`config.mk`:
```
export PLATFORM = sky130hd
export DESIGN_NAME = gbt_frame_handler
export DESIGN_NICKNAME = d
export VERILOG_FILES = /design/src/rtl/gbt_frame_handler.sv
export SDC_FILE = /design/constraint.sdc
export NUM_CORES = 1
export LEC_CHECK = 0
export ABC_AREA = 0
export CAP_MARGIN = 10
export CORE_UTILIZATION = 49
export CTS_BUF_LIST = sky130_fd_sc_hd__clkbuf_16
export DETAILED_ROUTE_END_ITERATION = 8
export PLACE_DENSITY = 0.89
export SETUP_SLACK_MARGIN = 0.4
export SLEW_MARGIN = 10
export SYNTH_ARGS = -nofsm -noshare
export SYNTH_HDL_FRONTEND = slang
export SYNTH_SLANG_ARGS = --single-unit
```
`constraint.sdc`:
```
create_clock -name clk -period 24.5 [get_ports clk]
set_input_delay 3.675 -clock clk [delete_from_list [all_inputs] [get_ports clk]]
set_output_delay 3.675 -clock clk [all_outputs]
set_load 0.02 [all_outputs]
```
`src/rtl/gbt_frame_handler.sv`:
```
// -----------------------------------------------------------------------------
// gbt_frame_handler
//
// User-side peer of the GBT link wrapper, running on the 40 MHz frame clock.
//
// RX path: every clock a new 84-bit frame arrives. Stage 1 registers it and
// stage 2 checks its CRC and sequence number. A hunt/sync/lock tracker decides
// when the link is trustworthy. Payload is delivered only for good frames that
// are checked while the tracker is already LOCKED.
//
// TX path: every active clock emits one frame. The frame carries the offered
// payload if there is one, otherwise an idle frame (cmd 0, data 0).
//
// Frame layout (both directions): [83:80] seq, [79:72] cmd, [71:8] data,
// [7:0] crc. CRC-8: poly 0x07, init 0x00, over frame[83:8], MSB first.
//
// Optional feature macro: GBT_FRAME_CRC_EN
//   defined     : CRC generated on TX and checked on RX.
//   not defined : TX crc field is 8'h00, RX treats every CRC as ok and
//                 crc_err_cnt_o is tied to 0.
//
// Parameters:
//   SYNC_FRAMES  consecutive good frames required to declare lock
//   LOSS_FRAMES  consecutive bad frames, while locked, that drop lock
//   CNT_W        width of the saturating error counters
//
// Ports:
//   clk            frame clock (RX and TX share it)
//   reset          asynchronous, active-high reset
//   link_ready_i   GBT link ready
//   rx_ready_i     GBT RX ready
//   tx_ready_i     GBT TX ready
//   rx_frame_i     received frame, one per clock
//   rx_data_o      received payload (holds between strobes)
//   rx_cmd_o       received command (holds between strobes)
//   rx_valid_o     1-cycle strobe, rx_data_o/rx_cmd_o valid
//   locked_o       RX tracker in LOCKED
//   tx_data_i      payload to send
//   tx_cmd_i       command to send
//   tx_valid_i     payload offered
//   tx_accept_o    payload taken this cycle (combinational)
//   tx_frame_o     frame to the GBT transmitter (registered)
//   clear_cnt_i    synchronous clear of both error counters
//   crc_err_cnt_o  CRC error count, saturating
//   seq_err_cnt_o  sequence error count, saturating
//   rx_state_o     debug view of the RX tracker state
//                  (0 IDLE, 1 HUNT, 2 SYNC, 3 LOCKED)
//
// TX handshake: tx_valid_i/tx_accept_o. The payload on tx_cmd_i/tx_data_i is
// transferred in a cycle where tx_valid_i and tx_accept_o are both high.
// tx_accept_o is high exactly when the transmitter is active (tx_ready_i and
// link_ready_i) and tx_valid_i is high; it never depends on future cycles, so
// the source may hold or drop tx_valid_i freely. The accepted payload appears
// in tx_frame_o one clock later.
// -----------------------------------------------------------------------------
module gbt_frame_handler #(
  parameter int SYNC_FRAMES = 4,
  parameter int LOSS_FRAMES = 8,
  parameter int CNT_W       = 16
) (
  input  logic             clk,
  input  logic             reset,
  input  logic             link_ready_i,
  input  logic             rx_ready_i,
  input  logic             tx_ready_i,
  input  logic [83:0]      rx_frame_i,
  output logic [63:0]      rx_data_o,
  output logic [7:0]       rx_cmd_o,
  output logic             rx_valid_o,
  output logic             locked_o,
  input  logic [63:0]      tx_data_i,
  input  logic [7:0]       tx_cmd_i,
  input  logic             tx_valid_i,
  output logic             tx_accept_o,
  output logic [83:0]      tx_frame_o,
  input  logic             clear_cnt_i,
  output logic [CNT_W-1:0] crc_err_cnt_o,
  output logic [CNT_W-1:0] seq_err_cnt_o,
  output logic [1:0]       rx_state_o
);

  localparam int RUN_W  = $clog2(SYNC_FRAMES + 1);
  localparam int LOSS_W = $clog2(LOSS_FRAMES + 1);

  typedef enum logic [1:0] {
    ST_IDLE   = 2'd0,
    ST_HUNT   = 2'd1,
    ST_SYNC   = 2'd2,
    ST_LOCKED = 2'd3
  } rx_state_t;

`ifdef GBT_FRAME_CRC_EN
  // Bit-serial CRC-8 (poly 0x07, init 0), MSB of the covered field first.
  function automatic logic [7:0] crc8(input logic [75:0] d);
    logic [7:0] c;
    c = 8'h00;
    for (int i = 75; i >= 0; i--) begin
      c = {c[6:0], 1'b0} ^ ((c[7] ^ d[i]) ? 8'h07 : 8'h00);
    end
    return c;
  endfunction
`endif

  // ---------------------------------------------------------------------------
  // RX stage 1: register the incoming frame. While the link is down the stage
  // is emptied so that nothing stale is checked once the link returns.
  // ---------------------------------------------------------------------------
  logic        link_ok;
  logic [83:0] s1_frame;
  logic        s1_valid;

  assign link_ok = link_ready_i & rx_ready_i;

  always_ff @(posedge clk or posedge reset) begin
    if (reset) begin
      s1_frame <= '0;
      s1_valid <= 1'b0;
    end else if (!link_ok) begin
      s1_frame <= '0;
      s1_valid <= 1'b0;
    end else begin
      s1_frame <= rx_frame_i;
      s1_valid <= 1'b1;
    end
  end

  // ---------------------------------------------------------------------------
  // RX stage 2: frame checks.
  // ---------------------------------------------------------------------------
  logic [3:0] s1_seq;
  logic       crc_ok;
  logic       seq_ok;
  logic       frame_good;
  logic       check;

  rx_state_t         state_q, state_d;
  logic [RUN_W-1:0]  run_q, run_d;
  logic [LOSS_W-1:0] bad_run_q, bad_run_d;
  logic [3:0]        exp_seq_q, exp_seq_d;
  logic              deliver;

  assign s1_seq = s1_frame[83:80];

`ifdef GBT_FRAME_CRC_EN
  assign crc_ok = (crc8(s1_frame[83:8]) == s1_frame[7:0]);
`else
  // The crc field is carried but deliberately ignored in this build.
  logic unused_crc_field;
  assign unused_crc_field = ^s1_frame[7:0];
  assign crc_ok = 1'b1;
`endif

  assign seq_ok     = (s1_seq == exp_seq_q);
  assign frame_good = crc_ok & seq_ok;
  // A frame is only judged once the tracker has left IDLE; the IDLE cycle
  // itself just arms the tracker.
  assign check      = s1_valid & (state_q != ST_IDLE);

  // ---------------------------------------------------------------------------
  // RX tracker: state register.
  // ---------------------------------------------------------------------------
  always_ff @(posedge clk or posedge reset) begin
    if (reset) begin
      state_q   <= ST_IDLE;
      run_q     <= '0;
      bad_run_q <= '0;
      exp_seq_q <= '0;
    end else begin
      state_q   <= state_d;
      run_q     <= run_d;
      bad_run_q <= bad_run_d;
      exp_seq_q <= exp_seq_d;
    end
  end

  // ---------------------------------------------------------------------------
  // RX tracker: next state. Losing link/rx ready overrides everything.
  // ---------------------------------------------------------------------------
  always_comb begin
    state_d   = state_q;
    run_d     = run_q;
    bad_run_d = bad_run_q;
    exp_seq_d = exp_seq_q;
    deliver   = 1'b0;

    if (!link_ok) begin
      state_d   = ST_IDLE;
      run_d     = '0;
      bad_run_d = '0;
      exp_seq_d = '0;
    end else begin
      // Expected sequence always follows the last checked frame, so a single
      // slip in the stream costs exactly one error.
      if (check) begin
        exp_seq_d = s1_seq + 4'd1;
      end

      unique case (state_q)
        ST_IDLE: begin
          state_d   = ST_HUNT;
          run_d     = '0;
          bad_run_d = '0;
        end

        ST_HUNT: begin
          if (check && crc_ok) begin
            run_d     = RUN_W'(1);
            bad_run_d = '0;
            state_d   = (SYNC_FRAMES <= 1) ? ST_LOCKED : ST_SYNC;
          end
        end

        ST_SYNC: begin
          if (check) begin
            if (frame_good) begin
              run_d = run_q + RUN_W'(1);
              if (run_d == RUN_W'(SYNC_FRAMES)) begin
                state_d   = ST_LOCKED;
                bad_run_d = '0;
              end
            end else begin
              state_d = ST_HUNT;
              run_d   = '0;
            end
          end
        end

        ST_LOCKED: begin
          if (check) begin
            if (frame_good) begin
              bad_run_d = '0;
              deliver   = 1'b1;
            end else begin
              bad_run_d = bad_run_q + LOSS_W'(1);
              if (bad_run_d == LOSS_W'(LOSS_FRAMES)) begin
                state_d   = ST_HUNT;
                bad_run_d = '0;
                run_d     = '0;
              end
            end
          end
        end

        default: begin
          state_d = ST_IDLE;
        end
      endcase
    end
  end

  assign locked_o   = (state_q == ST_LOCKED);
  assign rx_state_o = state_q;

  // ---------------------------------------------------------------------------
  // RX outputs: strobe plus held payload.
  // ---------------------------------------------------------------------------
  always_ff @(posedge clk or posedge reset) begin
    if (reset) begin
      rx_valid_o <= 1'b0;
      rx_data_o  <= '0;
      rx_cmd_o   <= '0;
    end else begin
      rx_valid_o <= deliver;
      if (deliver) begin
        rx_cmd_o  <= s1_frame[79:72];
        rx_data_o <= s1_frame[71:8];
      end
    end
  end

  // ---------------------------------------------------------------------------
  // Error statistics. Only frames judged in SYNC or LOCKED count; a frame with
  // a CRC error is never also counted as a sequence error.
  // ---------------------------------------------------------------------------
  logic count_en;
  logic seq_err;

  assign count_en = link_ok & check & ((state_q == ST_SYNC) | (state_q == ST_LOCKED));
  assign seq_err  = count_en & crc_ok & ~seq_ok;

  always_ff @(posedge clk or posedge reset) begin
    if (reset) begin
      seq_err_cnt_o <= '0;
    end else if (clear_cnt_i) begin
      seq_err_cnt_o <= '0;
    end else if (seq_err && (seq_err_cnt_o != '1)) begin
      seq_err_cnt_o <= seq_err_cnt_o + CNT_W'(1);
    end
  end

`ifdef GBT_FRAME_CRC_EN
  logic crc_err;
  assign crc_err = count_en & ~crc_ok;

  always_ff @(posedge clk or posedge reset) begin
    if (reset) begin
      crc_err_cnt_o <= '0;
    end else if (clear_cnt_i) begin
      crc_err_cnt_o <= '0;
    end else if (crc_err && (crc_err_cnt_o != '1)) begin
      crc_err_cnt_o <= crc_err_cnt_o + CNT_W'(1);
    end
  end
`else
  assign crc_err_cnt_o = '0;
`endif

  // ---------------------------------------------------------------------------
  // TX path.
  // ---------------------------------------------------------------------------
  logic        tx_active;
  logic [3:0]  tx_seq_q;
  logic [75:0] tx_body;
  logic [7:0]  tx_crc;

  assign tx_active   = tx_ready_i & link_ready_i;
  assign tx_accept_o = tx_active & tx_valid_i;

  // Idle frames still carry a sequence number so the far end keeps its lock.
  assign tx_body = {tx_seq_q,
                    tx_accept_o ? tx_cmd_i  : 8'h00,
                    tx_accept_o ? tx_data_i : 64'h0};

`ifdef GBT_FRAME_CRC_EN
  assign tx_crc = crc8(tx_body);
`else
  assign tx_crc = 8'h00;
`endif

  always_ff @(posedge clk or posedge reset) begin
    if (reset) begin
      tx_frame_o <= '0;
      tx_seq_q   <= '0;
    end else if (!tx_active) begin
      tx_frame_o <= '0;
      tx_seq_q   <= '0;
    end else begin
      tx_frame_o <= {tx_body, tx_crc};
      tx_seq_q   <= tx_seq_q + 4'd1;
    end
  end

endmodule

```
==> results of run 1 <==
-- worst max-delay path, delay by kind of cell --
| family | cells | cell delay (ns) |
|---|---|---|
| buffers and inverters | 3 | 1.38 |
| and+or+nand+nor | 1 | 0.94 |
-- registers in the layout, summed over array words and instances (netlist names) --
signal         cells
seq_err_cnt_o     16
s1_valid           1
rx_state_o         2
rx_cmd_o           8
tx_frame_o        76
rx_data_o         64
tx_seq_q           4
exp_seq_q          4
rx_valid_o         1
run_q              3
bad_run_q          4
s1_frame          76
-- metrics by stage --
stage	total power, mW	hold WS, ns	utilization (%)	std cells
floorplan	0.477	0.445	-	738
global placement	0.510	0.458	67.3	1268
detailed placement	0.512	0.464	67.3	1268
CTS	0.894	0.478	71.5	1315
global route	0.915	0.484	71.5	1316
finish	0.883	0.468	71.5	1316
-- cell usage after synthesis (2+ instances only) --
cell | instances | area share [%]
dfrtp_1 | 259 | 65
and3_1 | 84 | 5.2
and2_1 | 74 | 4.6
mux2_4 | 69 | 10
clkbuf_1 | 27 | 1.0
buf_4 | 25 | 1.9
nor2_1 | 19 | 0.71
a21oi_1 | 14 | 0.70
nand2_1 | 14 | 0.52
inv_1 | 11 | 0.41
ha_1 | 10 | 1.2
buf_6 | 9 | 1.0
mux2_2 | 8 | 0.90
xor2_1 | 8 | 0.70
nand3_1 | 7 | 0.35
o31ai_1 | 7 | 0.52
nand4_1 | 6 | 0.37
nor2b_1 | 6 | 0.37
or4_1 | 6 | 0.45
o21ai_0 | 5 | 0.25
or3_1 | 5 | 0.31
a31oi_1 | 4 | 0.25
nor3_1 | 4 | 0.20
a211oi_1 | 3 | 0.22
a22o_1 | 3 | 0.26
xnor2_1 | 3 | 0.26
mux2i_1 | 2 | 0.20
nor4_1 | 2 | 0.12
-- cells in the final DEF (no fill, tap or decap), types with 5 or more instances in the layout --
master	count
nand3_1	7
a21oi_1	14
clkinv_1	6
nand2_1	14
and2_1	74
dfrtp_1	259
or3_1	5
clkbuf_16	27
mux2_2	8
inv_1	16
conb_1	24
clkdlybuf4s50_1	321
and3_1	83
ha_1	10
xor2_1	8
o31ai_1	7
mux2_4	69
nor2b_1	6
o21ai_0	5
buf_4	6
nand4_1	6
nor2_1	19
or4_1	6
-- worst min path at each step --
stage                  from            end  slack (ns)  depth (start not counted)
3_3_place_gp   s1_frame[20]  rx_data_o[12]        0.46                          1
4_1_cts        s1_frame[33]  rx_data_o[25]        0.48                          1
6_report       s1_frame[33]  rx_data_o[25]        0.47                          1
3_5_place_dp   s1_frame[69]  rx_data_o[61]        0.46                          1
5_1_grt        s1_frame[41]  rx_data_o[33]        0.48                          1
2_1_floorplan   tx_seq_q[0]    tx_seq_q[0]        0.45                          1
-- area by class of cell --
| class | instances | area [µm²] | area share (%) |
|---|---|---|---|
| flip-flops and latches | 259 | 6480 | 45.8 |
| repair buffers | 329 | 3270 | 23.1 |
| multi-input cells | 403 | 3180 | 22.5 |
| clock buffers | 27 | 676 | 4.78 |
| well taps | 265 | 332 | 2.35 |
| clock inverters | 20 | 143 | 1.01 |
| inverters | 12 | 57.6 | 0.407 |
| diodes | 1 | 2.50 | 0.0177 |
-- kinds of logic (layout without fill, tap and decap cells) --
kind of cell / Yosys count / after routing / synth area share (%)
compound gates: 43 / 43 / 2.91
xor+xnor: 11 / 11 / 0.961
buf+inv: 76 / 388 / 4.53
fa+ha+maj: 10 / 10 / 1.25
simple gates: 236 / 236 / 14.2
flops: 259 / 259 / 64.6
mux: 79 / 79 / 11.4
other cells: 1 / 25 / 0.0374
-- metal layers --
| layer | GRT usage (%) | vias to the layer above | part of all wire (%) |
|---|---|---|---|
| met5 | 0 | - | 0 |
| met4 | 11.6 | 0 | 5.3 |
| met3 | 5.13 | 69 | 6.0 |
| met2 | 41.3 | 282 | 52 |
| met1 | 27.0 | 3308 | 37 |
| li1 | - | 3007 | - |
-- power breakdown --
group,internal [mW],switching [mW],leakage [nW]
clock network,0.220,0.160,0.427
logic,0.0332,0.0311,3.02
registers,0.436,0.00316,3.56
==> impl_metrics.json, run 1 <==
{
  "status": "completed",
  "drt_iter0_markers": 313,
  "final_layout_size_suffix_gt1_share_pct": 12.3,
  "dp_hpwl_um": 17100,
  "setup-violations-final": 0,
  "r2r_end": "rx_data_o[18]",
  "vias": 6666,
  "fin_crit_ns": 9.72,
  "ys.flop_type": "dfrtp_1",
  "dpl_cell_area_um2": 13300,
  "synth_edf_count": 0,
  "antenna_found_initial": 1,
  "critPathMaxStageDelay_ns": 0.94,
  "pwr_density_cell_nw_per_um2": 62.4,
  "hold_path.class": "reg -> reg",
  "cts_tree": "done",
  "antenna_left": 0,
  "portBuffers": 323,
  "die_w_um": 145,
  "cts_root_buf": "clkbuf_16",
  "clock_latency_ns": 0.52,
  "htree_num_levels": 1,
  "drc": 0,
  "core_um2": 19800,
  "required_ns": 20.82,
  "period_share_pct": 39.7,
  "final_nets": 1204,
  "ir_drop_uv": 69.9,
  "clock_skew_ns": 0.00886,
  "dieArea_um2": 21000,
  "clkSinkCount": 259,
  "post_cts_buffers": 0,
  "grt_pass1_vias": 7010,
  "cp.arrival_ns": 6.05,
  "row_count": 51,
  "ys_seq_area_share_pct": 64.6,
  "fin_ws_ns": 14.78,
  "design_area_um2": 14100,
  "initial_core_util_pct": 50.7,
  "hold_violations": 0,
  "routed_wl_um": 24400,
  "worstSetupPathType": "in -> out",
  "avgSynthCellArea_um2": 14.0,
  "grt_pass1_wl_um": 38400,
  "io_pins": 356,
  "maxSlewViolCount": 0,
  "r2r-start": "rx_state_o[0]",
  "fmax_mhz": 103,
  "r2r_cells": 6,
  "synth_cell_types": 49,
  "cts_resized": 0,
  "cap_violations": 0,
  "grt_util_all_layers_pct": 23.5,
  "slew_headroom_pct": 34.6,
  "first_pass_iters": 4,
  "area_delta_synth_final_pct": 41.0,
  "crit_path_start": "link_ready_i",
  "async_flop_share_pct": 100,
  "power_leakage_nw": 7.00,
  "ys_warn_count": 0,
  "crit_slowest_cell": "and3_2",
  "fillers": 1270,
  "die_h_um": 145,
  "critPathCaptureType": "output port",
  "wire_per_inst_um": 18.5,
  "worstMarginPinSlew_ns": 0.981,
  "path_max_fanout": 84,
  "place.gp.congestion": 0.815,
  "clock_path_buffers": 3,
  "cp_cell_sequence": "buf_2 -> buf_4 -> and3_2 -> clkdlybuf4s50_1",
  "r2r_setup_slack_ns": 21.19,
  "hold_buffers": 0,
  "cp-start-kind": "primary input",
  "grt-ovfl-total": 0,
  "syn_area_um2": 10000,
  "cts_buffers": 26,
  "clkTransAtPathRegs_ns": 0.06,
  "synth_cells": 715,
  "fin_tns_setup_ns": 0,
  "dpl_worst_slack_ns": 14.69,
  "grt_start_max_net_pins": 107,
  "via_per_inst": 5.07,
  "critical_path.endpoint": "tx_accept_o",
  "synth-seq-cells": 259,
  "grt_setup_unrepaired": "false"
}
Power figures use the tool's default switching activity.
==> run 2: changes to the inputs <==
Settings changed: CORE_UTILIZATION 49 to 45, PLACE_DENSITY 0.89 to 0.83.
Clock period 24.5 ns to 9.09 ns, I/O delays scaled along.
==> run 2 against run 1 <==
  * Worst setup slack worse by 11 ns
  * Largest cell class unchanged
  * Global-route usage decreased by 2.6 points
  * Worst hold slack barely moved
  * Utilization down 6.7 points
  * First-iteration DRC count down 26%
  * Clock power grew to 2.6 times the previous value
==> impl_metrics.json, run 2 (synthesis results as in run 1) <==
{
  "portBuffers": 323,
  "initial_core_util_pct": 45.9,
  "post_cts_buffers": 0,
  "hold_buffers": 0,
  "required_ns": 7.73,
  "crit_slowest_cell": "clkdlybuf4s50_1",
  "routed_wl_um": 24000,
  "via_per_inst": 4.88,
  "period_share_pct": 53.9,
  "vias": 6509,
  "dpl_cell_area_um2": 13300,
  "cp_cell_sequence": "buf_2 -> buf_4 -> and3_2 -> buf_4 -> clkdlybuf4s50_1",
  "crit_path_start": "link_ready_i",
  "grt_pass1_vias": 6607,
  "clock_latency_ns": 0.53,
  "power_leakage_nw": 6.99,
  "die_h_um": 151,
  "reg_top3": "s1_frame (76), tx_frame_o (76), rx_data_o (64)",
  "grt_pass1_wl_um": 36300,
  "fin_crit_ns": 4.90,
  "grt_setup_unrepaired": "false",
  "critPathCaptureType": "output port",
  "r2r_setup_slack_ns": 5.88,
  "cp.buffers_inverters": 4,
  "fin_tns_setup_ns": 0,
  "ir_drop_uv": 148,
  "path_delay_family": "buffers and inverters",
  "worstSetupPathType": "in -> out",
  "worst_path_most_repeated_cell": "buf_4",
  "cap_violations": 0,
  "antenna_found_initial": 1,
  "drc": 0,
  "clock_path_buffers": 3,
  "maxSlewViolCount": 0,
  "cts_tree": "done",
  "wire_per_inst_um": 18.0,
  "final_nets": 1206,
  "clkTransAtPathRegs_ns": 0.06,
  "design_area_um2": 14100,
  "p_total_mw": 2.35,
  "final_layout_size_suffix_gt1_share_pct": 12.2,
  "die_w_um": 151,
  "final_common_cell": "clkdlybuf4s50_1",
  "first_pass_iters": 4,
  "clock_skew_ns": 0.0133,
  "critPathMaxStageDelay_ns": 0.71,
  "cts_resized": 0,
  "area_delta_synth_final_pct": 41.0,
  "drt_iter0_markers": 231,
  "fillers": 1609,
  "grt_start_max_net_pins": 138,
  "core_um2": 21800,
  "path_max_fanout": 84,
  "grt_util_all_layers_pct": 20.9,
  "hp-start": "s1_frame[25]",
  "fmax_mhz": 204,
  "cts_buffers": 27,
  "place.gp.congestion": 0.777,
  "dieArea_um2": 22900,
  "final_cell_mix": "clkdlybuf4s50_1 (321), dfrtp_1 (259), and3_1 (83)",
  "dp_hpwl_um": 16400,
  "setup-violations-final": 0,
  "pwr_density_cell_nw_per_um2": 166,
  "worstMarginPinSlew_ns": 0.964,
  "cp.arrival_ns": 3.53,
  "grt-ovfl-total": 0,
  "antenna_left": 0,
  "status": "completed",
  "holdWs_ns": 0.468,
  "hold_path.class": "reg -> reg",
  "io_pins": 356,
  "htree_num_levels": 1,
  "hold_violations": 0,
  "cts_root_buf": "clkbuf_16",
  "cp-start-kind": "primary input",
  "slew_headroom_pct": 35.7,
  "row_count": 54,
  "clkSinkCount": 259,
  "r2r-start": "rx_state_o[0]"
}
## run 2: cell count changes in the layout (fill, tap and decap cells not counted)
cell | previous run | this run
buf_4 | 6 | 7
bufinv_16 | 2 | 1
clkinv_1 | 6 | 7
clkinv_2 | 4 | 2
clkinv_4 | 2 | 1
clkinvlp_4 | 0 | 2
inv_1 | 16 | 18
## run 2: where the power goes
part           switching, mW  leakage, nW  total [mW]  internal, mW
logic                 0.0835         3.02       0.173        0.0895
registers            0.00815         3.56        1.18          1.18
clock network          0.428        0.413       0.991         0.563
total                  0.519         6.99        2.35          1.83
## run 2: path summary, 6_finish.rpt
check	end	cells past startpoint
setup / recovery	tx_accept_o	5
hold / removal	rx_data_o[17]	1
setup reg to reg	rx_data_o[14]	6
hold reg to reg	rx_data_o[17]	1
max in group asynchronous	s1_frame[53]	3
min in group asynchronous	tx_frame_o[26]	2
## run 2: layout make-up
type	count	area (µm²)	area share (%)
flip-flops and latches	259	6480	45.8
repair buffers	330	3280	23.2
multi-input cells	403	3180	22.5
clock buffers	27	676	4.78
well taps	280	350	2.48
clock inverters	21	120	0.849
inverters	12	57.6	0.407
diodes	1	2.50	0.0177
## run 2: stage by stage
| step | instances | setup WS (ns) | utilization [%] |
|---|---|---|---|
| 3_5_place_dp | 1284 | 4.22 | 61.1 |
| 5_1_grt | 1333 | 4.01 | 64.8 |
| 6_report | 1333 | 4.19 | 64.8 |
| 4_1_cts | 1332 | 4.20 | 64.8 |
| 3_3_place_gp | 1284 | 4.21 | 61.1 |
| 2_1_floorplan | 738 | 0.600 | - |
## run 2: routing by layer
| layer | routed length [µm] | vias up | share of wire [%] | track usage (%) |
|---|---|---|---|---|
| met5 | 0 | - | 0 | 0 |
| met4 | 1010 | 0 | 4.2 | 8.90 |
| met3 | 2020 | 51 | 8.4 | 6.48 |
| met2 | 12000 | 255 | 50 | 36.3 |
| met1 | 9050 | 3181 | 38 | 23.7 |
| li1 | - | 3022 | - | - |
